[config.mk]
export PLATFORM = sky130hd
export DESIGN_NAME = cordic_job_arbiter
export DESIGN_NICKNAME = d
export VERILOG_FILES = /design/src/rtl/cordic_job_arbiter.sv
export SDC_FILE = /design/constraint.sdc
export NUM_CORES = 1
export LEC_CHECK = 0
export ABC_AREA = 1
export CAP_MARGIN = 20
export CORE_UTILIZATION = 40
export DETAILED_ROUTE_END_ITERATION = 6
export PLACE_DENSITY = 0.8
export SLEW_MARGIN = 10
export SYNTH_ARGS = -nofsm -noshare
export SYNTH_HDL_FRONTEND = slang
export SYNTH_SLANG_ARGS = --single-unit
[constraint.sdc]
create_clock -name Clk -period 6.5 [get_ports Clk]
set_input_delay 1.95 -clock Clk [delete_from_list [all_inputs] [get_ports Clk]]
set_output_delay 1.95 -clock Clk [all_outputs]
set_load 0.01 [all_outputs]
[src/rtl/cordic_job_arbiter.sv]
// cordic_job_arbiter: round-robin sharing of one pipelined vector CORDIC
// between two requesters, with a tag FIFO routing results to their owner.
//
// Ports:
//   Clk, Reset                      clock, synchronous active-high reset
//   reqN_valid/ready/x/y (N=0,1)    job request handshake and operands
//   cor_start/x/y/z                 issue to CORDIC (z is always zero)
//   cor_done/rootxy/atanba          CORDIC results, in issue order
//   rspN_valid, rsp_rootxy/atanba   one-cycle result pulse to owner
//   busy                            jobs in flight or Start pending
//   err_orphan                      sticky: result arrived with no job pending
module cordic_job_arbiter #(
    parameter int DEPTH = 8
) (
    input  logic        Clk,
    input  logic        Reset,
    input  logic        req0_valid,
    output logic        req0_ready,
    input  logic [15:0] req0_x,
    input  logic [15:0] req0_y,
    input  logic        req1_valid,
    output logic        req1_ready,
    input  logic [15:0] req1_x,
    input  logic [15:0] req1_y,
    output logic        cor_start,
    output logic [15:0] cor_x,
    output logic [15:0] cor_y,
    output logic [15:0] cor_z,
    input  logic        cor_done,
    input  logic [15:0] cor_rootxy,
    input  logic [15:0] cor_atanba,
    output logic        rsp0_valid,
    output logic        rsp1_valid,
    output logic [15:0] rsp_rootxy,
    output logic [15:0] rsp_atanba,
    output logic        busy,
    output logic        err_orphan
);

    localparam int AW = $clog2(DEPTH);
    localparam int CW = $clog2(DEPTH + 1);

    logic [DEPTH-1:0] tags_q, tags_d;
    logic [AW-1:0]    wr_ptr_q, wr_ptr_d;
    logic [AW-1:0]    rd_ptr_q, rd_ptr_d;
    logic [CW-1:0]    count_q, count_d;
    logic             prio_q, prio_d;
    logic             cor_start_q, cor_start_d;
    logic [15:0]      cor_x_q, cor_x_d;
    logic [15:0]      cor_y_q, cor_y_d;
    logic             rsp0_valid_q, rsp0_valid_d;
    logic             rsp1_valid_q, rsp1_valid_d;
    logic [15:0]      rsp_rootxy_q, rsp_rootxy_d;
    logic [15:0]      rsp_atanba_q, rsp_atanba_d;
    logic             err_orphan_q, err_orphan_d;

    logic space;
    logic grant0;
    logic grant1;
    logic push;
    logic pop;
    logic head_tag;

    // Space uses the pre-pop count, so a same-cycle pop never frees a slot.
    assign space  = (count_q < CW'(DEPTH));
    assign grant0 = req0_valid & (~req1_valid | ~prio_q);
    assign grant1 = req1_valid & (~req0_valid | prio_q);

    assign req0_ready = grant0 & space;
    assign req1_ready = grant1 & space;

    assign push     = req0_ready | req1_ready;
    assign pop      = cor_done & (count_q != '0);
    assign head_tag = tags_q[rd_ptr_q];

    always_comb begin
        tags_d       = tags_q;
        wr_ptr_d     = wr_ptr_q;
        rd_ptr_d     = rd_ptr_q;
        count_d      = count_q;
        prio_d       = prio_q;
        cor_start_d  = push;
        cor_x_d      = cor_x_q;
        cor_y_d      = cor_y_q;
        rsp0_valid_d = 1'b0;
        rsp1_valid_d = 1'b0;
        rsp_rootxy_d = rsp_rootxy_q;
        rsp_atanba_d = rsp_atanba_q;
        err_orphan_d = err_orphan_q | (cor_done & (count_q == '0));

        if (push) begin
            // Tag 1 means requester 1 owns the job.
            tags_d[wr_ptr_q] = req1_ready;
            wr_ptr_d         = wr_ptr_q + AW'(1);
            prio_d           = req0_ready;
            cor_x_d          = req1_ready ? req1_x : req0_x;
            cor_y_d          = req1_ready ? req1_y : req0_y;
        end

        if (pop) begin
            rd_ptr_d     = rd_ptr_q + AW'(1);
            rsp0_valid_d = ~head_tag;
            rsp1_valid_d = head_tag;
            rsp_rootxy_d = cor_rootxy;
            rsp_atanba_d = cor_atanba;
        end

        if (push & ~pop) begin
            count_d = count_q + CW'(1);
        end else if (pop & ~push) begin
            count_d = count_q - CW'(1);
        end
    end

    always_ff @(posedge Clk) begin
        if (Reset) begin
            tags_q       <= '0;
            wr_ptr_q     <= '0;
            rd_ptr_q     <= '0;
            count_q      <= '0;
            prio_q       <= 1'b0;
            cor_start_q  <= 1'b0;
            cor_x_q      <= '0;
            cor_y_q      <= '0;
            rsp0_valid_q <= 1'b0;
            rsp1_valid_q <= 1'b0;
            rsp_rootxy_q <= '0;
            rsp_atanba_q <= '0;
            err_orphan_q <= 1'b0;
        end else begin
            tags_q       <= tags_d;
            wr_ptr_q     <= wr_ptr_d;
            rd_ptr_q     <= rd_ptr_d;
            count_q      <= count_d;
            prio_q       <= prio_d;
            cor_start_q  <= cor_start_d;
            cor_x_q      <= cor_x_d;
            cor_y_q      <= cor_y_d;
            rsp0_valid_q <= rsp0_valid_d;
            rsp1_valid_q <= rsp1_valid_d;
            rsp_rootxy_q <= rsp_rootxy_d;
            rsp_atanba_q <= rsp_atanba_d;
            err_orphan_q <= err_orphan_d;
        end
    end

    assign cor_start  = cor_start_q;
    assign cor_x      = cor_x_q;
    assign cor_y      = cor_y_q;
    assign cor_z      = 16'h0000;
    assign rsp0_valid = rsp0_valid_q;
    assign rsp1_valid = rsp1_valid_q;
    assign rsp_rootxy = rsp_rootxy_q;
    assign rsp_atanba = rsp_atanba_q;
    assign busy       = (count_q != '0) | cor_start_q;
    assign err_orphan = err_orphan_q;

endmodule

==> flow_summary.toml <==
[layout]
fillers = 882
area_delta_synth_final_pct = 42.4
regArea_um2 = 1740
nets = 799
multi_input_area_um2 = 1760
final_core_util = 0.592
diodes = 0
drive_above_1_share = 0.0416
stdcell_area_um2 = 5820

[worst_setup_path]
critPathRequiredTime_ns = 4.55
path_class = "input port to output port"
cp_data_arrival_time_ns = 3.31
cp_max_fo = 9
cp-start-kind = "input port"
cp-end-kind = "output port"

[sta]
fin_crit_sh = 0.809
setup_viol = 0
tns_ns = 0
hold_violations = 0
drv_slew = 0
rsz0062_at_grt = "no"
finalCriticalPeriod_ns = 5.26
skew_ns = 0.00813
maxSlewHeadroom = 0.489
tightest_slew_ns = 0.765
fmax_mhz = 190
whs_ns = 0.455

[yosys]
synth_area_leaders = "dfxtp_1, nand2_1, nand3_1, a21oi_1, o211ai_1"
yosysWarnings = 0
synth_simple_gate_area_frac = 0.253
synth_common_cells = "nand2_1, dfxtp_1, nand3_1"
synthAdderAreaFrac = 0.0202
ys_seq_area_frac = 0.426
synth_top_family_by_area = "simple AND/OR/NAND/NOR gates"
yosysTopAreaCell = "dfxtp_1"
synth_cell_types = 30
synth_area_um2 = 4080
synthXorXnorAreaFrac = 0.00858
synth-edff-count = 0
avgSynthCellArea_um2 = 7.55
synthArstFlopShare = 0
yosysMostFrequentCell = "nand2_1"
synth-seq-cells = 87
synth_top_area_share = 0.426
synthMuxAreaShare = 0
ys_dominant_reg_cell = "dfxtp_1"
synth_compound_area_frac = 0.135
synthCells = 541

[clock_tree]
clk_latency_ns = 0.35
cts_buffers = 9
root_buffer = "clkbuf_8"
clkSlewWorstSetupHoldPaths_ns = 0.08
cts-htree-levels = 3
cts_tree = "done"
cts-hold-fix-buffers = 0
cts_buffer_depth = 2
cts_setup_buffers = 0
cts_resized = 0
cts_num_sinks = 87

[floorplan]
num_rows = 36
io_pins = 188
die_w_um = 103
core_um2 = 9820
die-area_um2 = 10600
initial_utilization = 0.416
chipHeight_um = 103

[place]
routabilityCongestion = 0.728
hpwl_um = 6990
portBuffers = 171
place_area_um2 = 5640

[global_routing]
antenna_found_initial = 0
grt_pass1_vias = 3550
grt_max_degree = 65
track_usage = 0.184
grt_first_pass_wirelength_um = 15300
overflow = 0

[power_and_ir_drop]
peakVddDrop_v = 0.000141
p_per_area_nw_per_um2 = 305
power.leakage_nw = 2.49
finalPower_mw = 1.78

[routing]
viasPerCell = 4.75
drc = 0
finalWirelength_um = 9910
firstDrtPassIters = 4
drtIter0Drc = 96
wl_per_cell_um = 11.9
ant_nets = 0
num_vias = 3942

[run]
max_cap_viol_count = 0

[worst_hold_path]
hp-class = "flip-flop to flip-flop"

[outcome]
outcome = "complete, no violations"
[worst paths after layout]
path         cells past startpoint       start  slack [ns]    endpoint
min reg2reg                      2  err_orphan        0.46  err_orphan
min                              2  err_orphan        0.46  err_orphan
max reg2reg                     13  count_q[0]        3.26  count_q[3]
max                              4  req1_valid        1.24  req1_ready
[report_power, final]
part	internal (mW)	switching (mW)
Combinational	0.339	0.384
Clock	0.159	0.181
Sequential	0.641	0.0707
[cell type report]
type                    count  share of cell area
flip-flops and latches     87               0.299
well taps                 133              0.0286
repair buffers            176               0.300
inverters                  60              0.0387
multi-input cells         358               0.303
clock buffers              13              0.0273
clock inverters             3             0.00301
[registers in the layout, summed over array words and instances (netlist names), 3 cells and up]
signal	flops
cor_y	16
count_q	4
rsp_atanba	16
wr_ptr_q	3
tags_q	8
rsp_rootxy	16
cor_x	16
rd_ptr_q	3
[metal layers]
metal | GRT usage | share of wire | vias to the layer above | wire length, um
li1 | - | - | 2027 | -
met1 | 0.190 | 0.41 | 1759 | 4060
met2 | 0.341 | 0.48 | 145 | 4770
met3 | 0.0610 | 0.095 | 11 | 940
met4 | 0.0748 | 0.014 | 0 | 140
met5 | 0 | 0 | - | 0
[cell families after synthesis]
family / Yosys count
DFF: 87
xor gates and xnor gates: 4
other: 1
buffers and inverters: 111
AOI/OAI and AO/OA: 92
and+or+nand+nor: 240
adders and majority gates: 6
[cells in the final DEF, fill, tap and decap left out, types with 3 or more instances in the layout]
| master | synthesis | final |
|---|---|---|
| buf_4 | 27 | 5 |
| ha_1 | 5 | 5 |
| xor2_1 | 3 | 3 |
| nor3_1 | 6 | 6 |
| nand3_1 | 75 | 75 |
| nand2_1 | 142 | 142 |
| conb_1 | 1 | 16 |
| nor2_1 | 10 | 10 |
| o211ai_1 | 32 | 32 |
| o21ai_0 | 6 | 6 |
| dfxtp_1 | 87 | 87 |
| clkbuf_8 | 1 | 11 |
| a21oi_1 | 51 | 51 |
| inv_1 | 58 | 58 |
| clkdlybuf4s50_1 | 0 | 170 |
[critical path: stages]
cell,delay [ns]
clkdlybuf4s50_1,0.53
nand3_2,0.11
inv_2,0.15
clkdlybuf4s50_1,0.56
[stage by stage]
stage                     setup WS, ns  cells
after floorplan                   2.22    556
after global placement            1.24    814
after detailed placement          1.23    814
after CTS                         1.22    830
after global routing              1.16    830
final                             1.24    830
Power figures use the tool's default switching activity.
